$ cat src/rtl/pixel_stream_packer_pkg.sv
// Purpose: shared types and constants for the pixel stream packer.
// Latency: n/a (types only).
// Backpressure: n/a. Provides pixel_t, pix_entry_t, AXIS_PAD and ENTRY_W.
package pixel_stream_packer_pkg;

  typedef struct packed {
    logic [7:0] r;
    logic [7:0] g;
    logic [7:0] b;
  } pixel_t;

  // One FIFO slot: raster tags travel with the pixel they belong to.
  typedef struct packed {
    logic   eof;
    logic   sof;
    logic   eol;
    pixel_t pix;
  } pix_entry_t;

  localparam logic [7:0] AXIS_PAD = 8'h00;
  localparam int         ENTRY_W  = $bits(pix_entry_t);

endpackage

$ cat src/rtl/pixel_stream_packer_if.sv
// Purpose: AXI4-Stream video bus (tdata/tvalid/tready/tuser/tlast).
// Latency: n/a (wiring only).
// Backpressure: tready from slave to master; master holds the beat while tvalid && !tready.
interface pixel_stream_packer_if;
  logic [31:0] tdata;
  logic        tvalid;
  logic        tready;
  logic        tuser;
  logic        tlast;

  modport master (output tdata, output tvalid, output tuser, output tlast, input tready);
  modport slave  (input tdata, input tvalid, input tuser, input tlast, output tready);
endinterface

$ cat src/rtl/pixel_stream_packer_sync_fifo.sv
// Purpose: generic synchronous FIFO, first-word-fall-through head with registered valid.
// Latency: an entry pushed at edge N is presented (out_valid=1) after edge N+1.
// Backpressure: push ignored when full unless a pop happens in the same cycle.
// Ports: clk, rst (sync, active-high), push/push_data, pop, pop_data/out_valid (head), full, count.
module sync_fifo #(
  parameter int WIDTH = 8,
  parameter int DEPTH = 16
) (
  input  logic                       clk,
  input  logic                       rst,
  input  logic                       push,
  input  logic [WIDTH-1:0]           push_data,
  input  logic                       pop,
  output logic [WIDTH-1:0]           pop_data,
  output logic                       out_valid,
  output logic                       full,
  output logic [$clog2(DEPTH+1)-1:0] count
);
  localparam int AW = $clog2(DEPTH);
  localparam int CW = $clog2(DEPTH+1);

  logic [WIDTH-1:0] mem [DEPTH];
  logic [AW-1:0]    wr_ptr;
  logic [AW-1:0]    rd_ptr;
  logic [CW-1:0]    count_q;
  logic             vld_q;
  logic             do_pop;
  logic             do_push;

  assign full      = (count_q == CW'(DEPTH));
  assign do_pop    = pop && vld_q;
  assign do_push   = push && (!full || do_pop);
  assign pop_data  = mem[rd_ptr];
  assign out_valid = vld_q;
  assign count     = count_q;

  always_ff @(posedge clk) begin
    if (do_push) mem[wr_ptr] <= push_data;
  end

  always_ff @(posedge clk) begin
    if (rst) begin
      wr_ptr  <= '0;
      rd_ptr  <= '0;
      count_q <= '0;
      vld_q   <= 1'b0;
    end else begin
      if (do_push) wr_ptr <= wr_ptr + 1'b1;
      if (do_pop)  rd_ptr <= rd_ptr + 1'b1;
      count_q <= count_q + CW'(do_push) - CW'(do_pop);
      // Head is valid only if some entry that existed before this edge survives it;
      // an entry written at this edge becomes visible one edge later.
      vld_q <= do_pop ? (count_q > CW'(1)) : (count_q != '0);
    end
  end

endmodule

$ cat src/rtl/pixel_stream_packer.sv
// Purpose: tag raster-order RGB888 pixels with sof/eol/eof, buffer them and emit AXI4-Stream video.
// Latency: pixel sampled at edge N is on m_axis after edge N+1; 1 pixel/cycle sustained.
// Backpressure: none upstream; stall_out warns early, pixels arriving at a full buffer are dropped (sticky overflow).
// Ports: clk, rst (sync active-high), valid_in/pixel_in, m_axis (master), stall_out, overflow, ovf_clr,
//        frame_done; drop_count (16-bit saturating) only when PIXEL_PACKER_OVF_CNT_EN is defined.
module pixel_stream_packer
  import pixel_stream_packer_pkg::*;
#(
  parameter int IMG_WIDTH    = 640,
  parameter int IMG_HEIGHT   = 480,
  parameter int FIFO_DEPTH   = 16,
  parameter int STALL_MARGIN = 6
) (
  input  logic                 clk,
  input  logic                 rst,
  input  logic                 valid_in,
  input  pixel_t               pixel_in,
  pixel_stream_packer_if.master m_axis,
  output logic                 stall_out,
  output logic                 overflow,
  input  logic                 ovf_clr,
  output logic                 frame_done
`ifdef PIXEL_PACKER_OVF_CNT_EN
  ,
  output logic [15:0]          drop_count
`endif
);
  localparam int XW = $clog2(IMG_WIDTH);
  localparam int YW = (IMG_HEIGHT > 1) ? $clog2(IMG_HEIGHT) : 1;
  localparam int CW = $clog2(FIFO_DEPTH + 1);
  localparam logic [CW-1:0] STALL_THR = CW'(FIFO_DEPTH - STALL_MARGIN);

  logic [XW-1:0] x_q;
  logic [YW-1:0] y_q;
  logic          x_last;
  logic          y_last;
  pix_entry_t    wr_entry;
  pix_entry_t    head;
  logic          fifo_vld;
  logic          fifo_full;
  logic [CW-1:0] fifo_count;
  logic          pop;
  logic          drop;

  assign x_last = (x_q == XW'(IMG_WIDTH - 1));
  assign y_last = (y_q == YW'(IMG_HEIGHT - 1));

  assign wr_entry.eof = x_last && y_last;
  assign wr_entry.sof = (x_q == '0) && (y_q == '0);
  assign wr_entry.eol = x_last;
  assign wr_entry.pix = pixel_in;

  // Counters follow every strobe, accepted or not, so tags stay raster-aligned after a drop.
  always_ff @(posedge clk) begin
    if (rst) begin
      x_q <= '0;
      y_q <= '0;
    end else if (valid_in) begin
      if (x_last) begin
        x_q <= '0;
        y_q <= y_last ? '0 : y_q + 1'b1;
      end else begin
        x_q <= x_q + 1'b1;
      end
    end
  end

  assign pop  = fifo_vld && m_axis.tready;
  assign drop = valid_in && fifo_full && !pop;

  sync_fifo #(
    .WIDTH (ENTRY_W),
    .DEPTH (FIFO_DEPTH)
  ) u_fifo (
    .clk       (clk),
    .rst       (rst),
    .push      (valid_in),
    .push_data (wr_entry),
    .pop       (pop),
    .pop_data  (head),
    .out_valid (fifo_vld),
    .full      (fifo_full),
    .count     (fifo_count)
  );

  // Beat fields are gated so the bus reads all-zero whenever nothing is presented.
  assign m_axis.tvalid = fifo_vld;
  assign m_axis.tdata  = fifo_vld ? {AXIS_PAD, head.pix} : '0;
  assign m_axis.tuser  = fifo_vld && head.sof;
  assign m_axis.tlast  = fifo_vld && head.eol;

  assign stall_out = (fifo_count > STALL_THR);

  // A drop in the same cycle as ovf_clr wins, so no loss is ever silently cleared.
  always_ff @(posedge clk) begin
    if (rst) begin
      overflow   <= 1'b0;
      frame_done <= 1'b0;
    end else begin
      frame_done <= pop && head.eof;
      if (drop)         overflow <= 1'b1;
      else if (ovf_clr) overflow <= 1'b0;
    end
  end

`ifdef PIXEL_PACKER_OVF_CNT_EN
  always_ff @(posedge clk) begin
    if (rst) begin
      drop_count <= '0;
    end else if (drop) begin
      if (drop_count != 16'hFFFF) drop_count <= drop_count + 16'd1;
    end else if (ovf_clr) begin
      drop_count <= '0;
    end
  end
`endif

endmodule

$ cat src/flat_wrapper.sv
// flat-port wrapper written by rule: the top's interface ports become plain ports
module pixel_stream_packer_flat import pixel_stream_packer_pkg::*;
#(
  parameter int IMG_WIDTH    = 640,
  parameter int IMG_HEIGHT   = 480,
  parameter int FIFO_DEPTH   = 16,
  parameter int STALL_MARGIN = 6
)
  (clk, rst, valid_in, pixel_in, stall_out, overflow, ovf_clr, frame_done, m_axis_tdata, m_axis_tvalid, m_axis_tuser, m_axis_tlast, m_axis_tready);
  pixel_stream_packer_if m_axis_i ();
  input  logic clk;
  input  logic rst;
  input  logic valid_in;
  input  pixel_t pixel_in;
  output logic stall_out;
  output logic overflow;
  input  logic ovf_clr;
  output logic frame_done;
  output wire logic [$bits(m_axis_i.tdata)-1:0] m_axis_tdata;
  output wire logic [$bits(m_axis_i.tvalid)-1:0] m_axis_tvalid;
  output wire logic [$bits(m_axis_i.tuser)-1:0] m_axis_tuser;
  output wire logic [$bits(m_axis_i.tlast)-1:0] m_axis_tlast;
  input wire logic [$bits(m_axis_i.tready)-1:0] m_axis_tready;
  assign m_axis_tdata = m_axis_i.tdata;
  assign m_axis_tvalid = m_axis_i.tvalid;
  assign m_axis_tuser = m_axis_i.tuser;
  assign m_axis_tlast = m_axis_i.tlast;
  assign m_axis_i.tready = m_axis_tready;
  pixel_stream_packer #(.IMG_WIDTH(IMG_WIDTH), .IMG_HEIGHT(IMG_HEIGHT), .FIFO_DEPTH(FIFO_DEPTH), .STALL_MARGIN(STALL_MARGIN)) u_core (.clk(clk), .rst(rst), .valid_in(valid_in), .pixel_in(pixel_in), .m_axis(m_axis_i), .stall_out(stall_out), .overflow(overflow), .ovf_clr(ovf_clr), .frame_done(frame_done));
endmodule
$ cat config.mk
export PLATFORM = sky130hd
export DESIGN_NAME = pixel_stream_packer_flat
export DESIGN_NICKNAME = d
export VERILOG_FILES = /design/src/rtl/pixel_stream_packer_pkg.sv /design/src/rtl/pixel_stream_packer_if.sv /design/src/rtl/pixel_stream_packer_sync_fifo.sv /design/src/rtl/pixel_stream_packer.sv /design/src/flat_wrapper.sv
export SDC_FILE = /design/constraint.sdc
export NUM_CORES = 1
export LEC_CHECK = 0
export CAP_MARGIN = 10
export CORE_UTILIZATION = 55
export DETAILED_ROUTE_END_ITERATION = 10
export PLACE_DENSITY = 0.79
export SLEW_MARGIN = 20
export SYNTH_ARGS = -nofsm -noshare
export SYNTH_HDL_FRONTEND = slang
export SYNTH_SLANG_ARGS = --single-unit
$ cat constraint.sdc
create_clock -name clk -period 8.1 [get_ports clk]
set_clock_uncertainty 0.2 [all_clocks]
set_input_delay 1.62 -clock clk [delete_from_list [all_inputs] [get_ports clk]]
set_output_delay 1.62 -clock clk [all_outputs]
set_load 0.02 [all_outputs]
# Word level (Yosys, flattened, before mapping)
# Memory sizes are Yosys's and may differ from the RTL's. A register that Yosys moved wholly into a read port is not among the register bits.
# Cells that the tools add are included.
# totals
register_bits	35
mem_bits_rw	432
input_bits	29
output_inout_bits	38
word_cells	48
n_memories	1
# memory_table
memory	depth	word_bits	read_ports	rd_clocked_by_memory_dff	write_ports	line	source
u_core.u_fifo.mem	16	27	1	1	1	pixel_stream_packer_sync_fifo.sv:22	logic [WIDTH-1:0] mem [DEPTH];
# classes
n_addsub	6
magnitude_cmp	2
n_eq_ne	3
n_mux	10
reduce_logical	18
# op_table
op	count
$mux W24	1
$add A10 B1 Y10 const B	1
$eq A10 B10 Y1 const B	1
$logic_and A1 B1 Y1	10
$logic_not A10 Y1	1
$mux W10	1
$add A9 B1 Y9 const B	1
$eq A9 B9 Y1 const B	1
$logic_not A9 Y1	1
$mux W9	1
$add A4 B1 Y4 const B	2
$mux W4	2
$add A5 B1 Y5	1
$eq A5 B5 Y1 const B	1
$gt A5 B1 Y1 const B	1
$gt A5 B4 Y1 const B	1
$mux W1	5
$reduce_bool A5 Y1	1
$sub A5 B1 Y5	1
$logic_not A1 Y1	2
$reduce_and A2 Y1	1
$reduce_bool A2 Y1	1
$logic_or A1 B1 Y1	1

# Longest topological paths before layout
# depth
depth_word	6
mapped_depth	13
mapped_depth_nobuf	13

# Cells and area by module
# From an unflattened synthesis, not the netlist that was laid out.
# hier_totals
hier_cells	947
area_unflattened_um2	18587.8
# by_module_without_submodules
mod	n_inst	cells_per_inst	area_per_inst_um2	seq_area_each_um2
sync_fifo	1	778	17250.3	13332.8
pixel_stream_packer	1	169	1337.5	420.4

# Worst setup path before layout
# OpenSTA, ideal clock, no wires.
# synth_path
path_kind	input-to-reg
from	input m_axis_tready
to	memory u_core.u_fifo.mem[0][0] (netlist bit), enable pin
arrival_ns	4.194
t_required_ns	7.455
slack_ns	3.261
stages	6
n_path_buf	1
cell_sequence	nand2_1 inv_1 buf_2 o21a_1 nand2_1 nor3_1
# synth_via
elab_chain_cells	6
# synth_rtl
element	line	source
from (decl)	flat_wrapper.sv:23	input wire logic [$bits(m_axis_i.tready)-1:0] m_axis_tready;
$logic_and A1 B1 Y1	pixel_stream_packer.sv:68	assign pop = fifo_vld && m_axis.tready;
$logic_and A1 B1 Y1	pixel_stream_packer_sync_fifo.sv:31	assign do_pop = pop && vld_q;
via u_core.u_fifo.do_pop	pixel_stream_packer_sync_fifo.sv:27	logic do_pop;
$logic_or A1 B1 Y1	pixel_stream_packer_sync_fifo.sv:32	assign do_push = push && (!full || do_pop);
$logic_and A1 B1 Y1	pixel_stream_packer_sync_fifo.sv:32	
$mux W1	pixel_stream_packer_sync_fifo.sv:38	if (do_push) mem[wr_ptr] <= push_data;
$mux W1 (implied by the code)	pixel_stream_packer_sync_fifo.sv:38	
to (decl)	pixel_stream_packer_sync_fifo.sv:22	
# The timed path passes the listed nets, and every way through them passes these cells.

==> impl_metrics.csv <==
group,metric,value,unit
synthesis,synth_area,18800,µm²
finish,num_antenna_cells,0,
grt,grt_pass1_wl,58100,µm
power_and_ir_drop,swShare,25.4,%
synthesis,synthSimpleGateAreaFrac,4.44,%
grt,use_met3,3.40,%
synthesis,synth_area_leaders,"edfxtp_1 69%, mux2i_1 11%, dfxtp_1 4.2%",
clock_tree,clockRootBuffer,"clkbuf_16",
sta,fin_tns_setup,0,ps
clock_tree,cts_sinks,471,
clock_tree,cts_hold_buf,0,
power_and_ir_drop,power.total,5.81,mW
synthesis,synthAdderAreaFrac,1.44,%
drt,vias,10100,
sta,fin_crit_sh,68.0,%
clock_tree,htreeDepth,2,
synthesis,ys_ff_latch,471,
sta,setup_violations,0,
synthesis,synth.area.mux_share,11.6,%
die,row_count,67,
power_and_ir_drop,peakVddDrop,0.178,mV
synthesis,synth_xor_xnor_area_share,0.887,%
drt,antenna_left,0,
drt,drc,0,
clock_tree,post_cts_buffers,0,
synthesis,synth.avg_cell_area,16.4,µm²
drt,wirelength,37800,µm
synthesis,synth_top_cell_by_area,"edfxtp_1",
critical_path,cp-end-kind,"output pin",
clock_tree,cts_buffers,46,
min_path,holdPathEnd,"u_core.x_q[1]",
power_and_ir_drop,power.internal,4.34,mW
critical_path,cp.arrival,3690,ps
sta,hold_violations,0,
min_path,min_path_cells,2,
synthesis,synth-compound-area-share,6.09,%
grt,grt_pass1_vias,10100,
die,start_util,55.9,%
power_and_ir_drop,seq_power_share,48.2,%
grt,use_met2,35.9,%
die,die_area,34800,µm²
grt,grt_max_degree,150,
clock_tree,clockBufferDepth,3,
critical_path,r2r_setup_slack,5020,ps
min_path,hold_path_class,"reg2reg",
critical_path,cp_data_required_time,6280,ps
sta,slew_violations,0,
grt,overflow,0,
synthesis,yosysSeqAreaShare,73.3,%
power_and_ir_drop,clock_power_share,34.9,%
synthesis,yosys.area.top_type_share,69.2,%
sta,layout_min_cycle_time,5510,ps
die,core-area,33500,µm²
synthesis,yosysWarnings,0,
drt,vias_per_cell,5.98,
power_and_ir_drop,p_switching,1.47,mW
synthesis,synth_top_cells_by_count,"432 x edfxtp_1, 209 x mux2i_1, 100 x a22oi_1",
clock_tree,cts_resized,0,
flow_run,max_cap_violations,0,
clock_tree,clock_latency,540,ps
synthesis,async_flop_share,0,%
sta,max_freq,181,MHz
drt,drt_iter0_drc,1040,
grt,use_met1,29.9,%
critical_path,crit_path_max_fanout,149,
drt,drtPass1Iterations,5,
finish,fillers,2285,
synthesis,synth_top_family_by_area,"multiplexers",
critical_path,cp-start-kind,"flip-flop",
die,boundaryPins,67,
clock_tree,cts_tree,"done",
finish,drive_above_1_share,9.20,%
critical_path,rr_worst_depth,12,
power_and_ir_drop,p_comb_share,16.8,%
sta,rsz0062_at_grt,"no",
critical_path,rr_startpoint,"u_core.u_fifo.out_valid",
placed_design,routabilityCongestion,0.768,
power_and_ir_drop,p_leak,6.81,nW
clock_tree,clkTransAtPathRegs,60,ps
run_status,status,"complete, no violations",
power_and_ir_drop,p_per_area,271,nW/µm²
synthesis,synth_edf_count,432,
die,die_width,187,µm
synthesis,syn_inst,1144,
finish,syn_to_final_growth,14.4,%
drt,wl_per_cell,22.4,µm
sta,max_slew.worst_pin.slew,1160,ps
sta,whs,312,ps
min_path,min_from,"u_core.x_q[1]",
sta,relSlewSlack,22.4,%
critical_path,crit_type,"reg2out",
grt,grt_usage,21.7,%
critical_path,r2r_end,"u_core.u_fifo.count[4]",
grt,busiest_layer,"met2",
placed_design,portBuffers,58,
placed_design,dpl.hpwl,19000,µm
synthesis,synth.distinct_cells,50,
finish,fin_nets,1256,
synthesis,synthFlopType,"edfxtp_1",
grt,antenna_found_initial,0,
synthesis,synth.most_common_cell,"edfxtp_1",
die,dieHeight,187,µm
==> registers in the layout, summed over array words and instances (netlist names), named ones only <==
signal and count:
u_core.u_fifo.out_valid 1, u_core.x_q 10, u_core.u_fifo.wr_ptr 4, u_core.u_fifo.mem 432, u_core.y_q 9, u_core.overflow 1
u_core.u_fifo.count 5, u_core.u_fifo.rd_ptr 4, u_core.frame_done 1
==> layer usage <==
layer	vias to the layer above	wire [µm]	share of wire, %
met1	5123	16400	43
li1	4573	-	-
met3	43	2240	5.9
met2	347	18600	49
met5	-	0	0
met4	0	570	1.5
==> how the worst max path moves through the flow <==
stage | slack [ps] | endpoint | cells past startpoint | from
CTS | 2570 | m_axis_tdata[0] | 6 | flip-flop
detailed placement | 3160 | m_axis_tdata[9] | 5 | flip-flop
finish | 2590 | m_axis_tdata[9] | 5 | flip-flop
global route | 2400 | m_axis_tdata[0] | 6 | flip-flop
global placement | 3210 | m_axis_tuser | 6 | flip-flop
floorplan | 3260 | u_core.u_fifo.mem[0][0] | 6 | m_axis_tready
==> critical path: stages, from the launching register on <==
cell             delay (ps)
dfxtp_4                 720
buf_12                  790
mux4_2                  610
o21ai_0                 200
nand2_1                 130
clkdlybuf4s50_1         550
==> stage by stage <==
stage | cells | instance area (µm²) | util [%] | setup WS (ps)
2_1_floorplan | 1151 | 18800 | - | 3260
3_3_place_gp | 1599 | 19800 | 59.1 | 3210
3_5_place_dp | 1599 | 19800 | 59.1 | 3160
4_1_cts | 1680 | 21300 | 63.4 | 2570
5_1_grt | 1687 | 21500 | 64.0 | 2400
6_report | 1687 | 21500 | 64.0 | 2590
==> power groups by stage <==
stage	Clock [mW]	Sequential [mW]	Combinational, mW
global placement	0	2.85	0.958
finish	2.03	2.80	0.978
detailed placement	0	2.85	0.977
CTS	2.05	2.80	0.984
global route	2.14	2.81	1.06
floorplan	0	2.82	0.695
==> cells by family after synthesis <==
| logic type | after synthesis |
|---|---|
| flops | 471 |
| fa+ha+maj | 21 |
| compound gates | 162 |
| buf+inv | 88 |
| simple gates | 169 |
| mux | 213 |
| other cells | 1 |
| xor+xnor | 19 |
==> area by class of cell <==
class	instances	area, µm²	share of cell area [%]
clock buffers	58	1230	5.72
multi-input cells	592	4760	22.2
clock inverters	23	205	0.956
inverters	17	63.8	0.297
repair buffers	78	883	4.12
flip-flops and latches	471	13800	64.1
well taps	448	561	2.61
==> layout by cell type (no fill, tap or decap), types with 4 or more instances in the layout <==
master	synthesis	layout
a221oi_1	4	4
nor3_1	10	6
a22oi_1	100	100
edfxtp_1	432	432
nand2_1	67	67
dfxtp_1	39	38
nor2_1	36	23
clkbuf_1	33	10
mux2i_1	209	209
a21oi_1	13	13
nor3_2	1	5
clkdlybuf4s50_1	0	58
nand4_1	8	8
clkbuf_16	0	47
mux4_2	4	4
ha_1	20	20
clkinv_1	0	10
inv_1	17	17
nand3_1	11	11
buf_4	12	12
conb_1	1	8
xor2_1	12	12
nand2b_1	8	8
clkinv_2	0	6
nor4_1	4	4
o22ai_1	24	24
buf_16	0	7
xnor2_1	7	7
nor2_4	0	13
o21ai_0	8	8
Power figures use the tool's default switching activity.
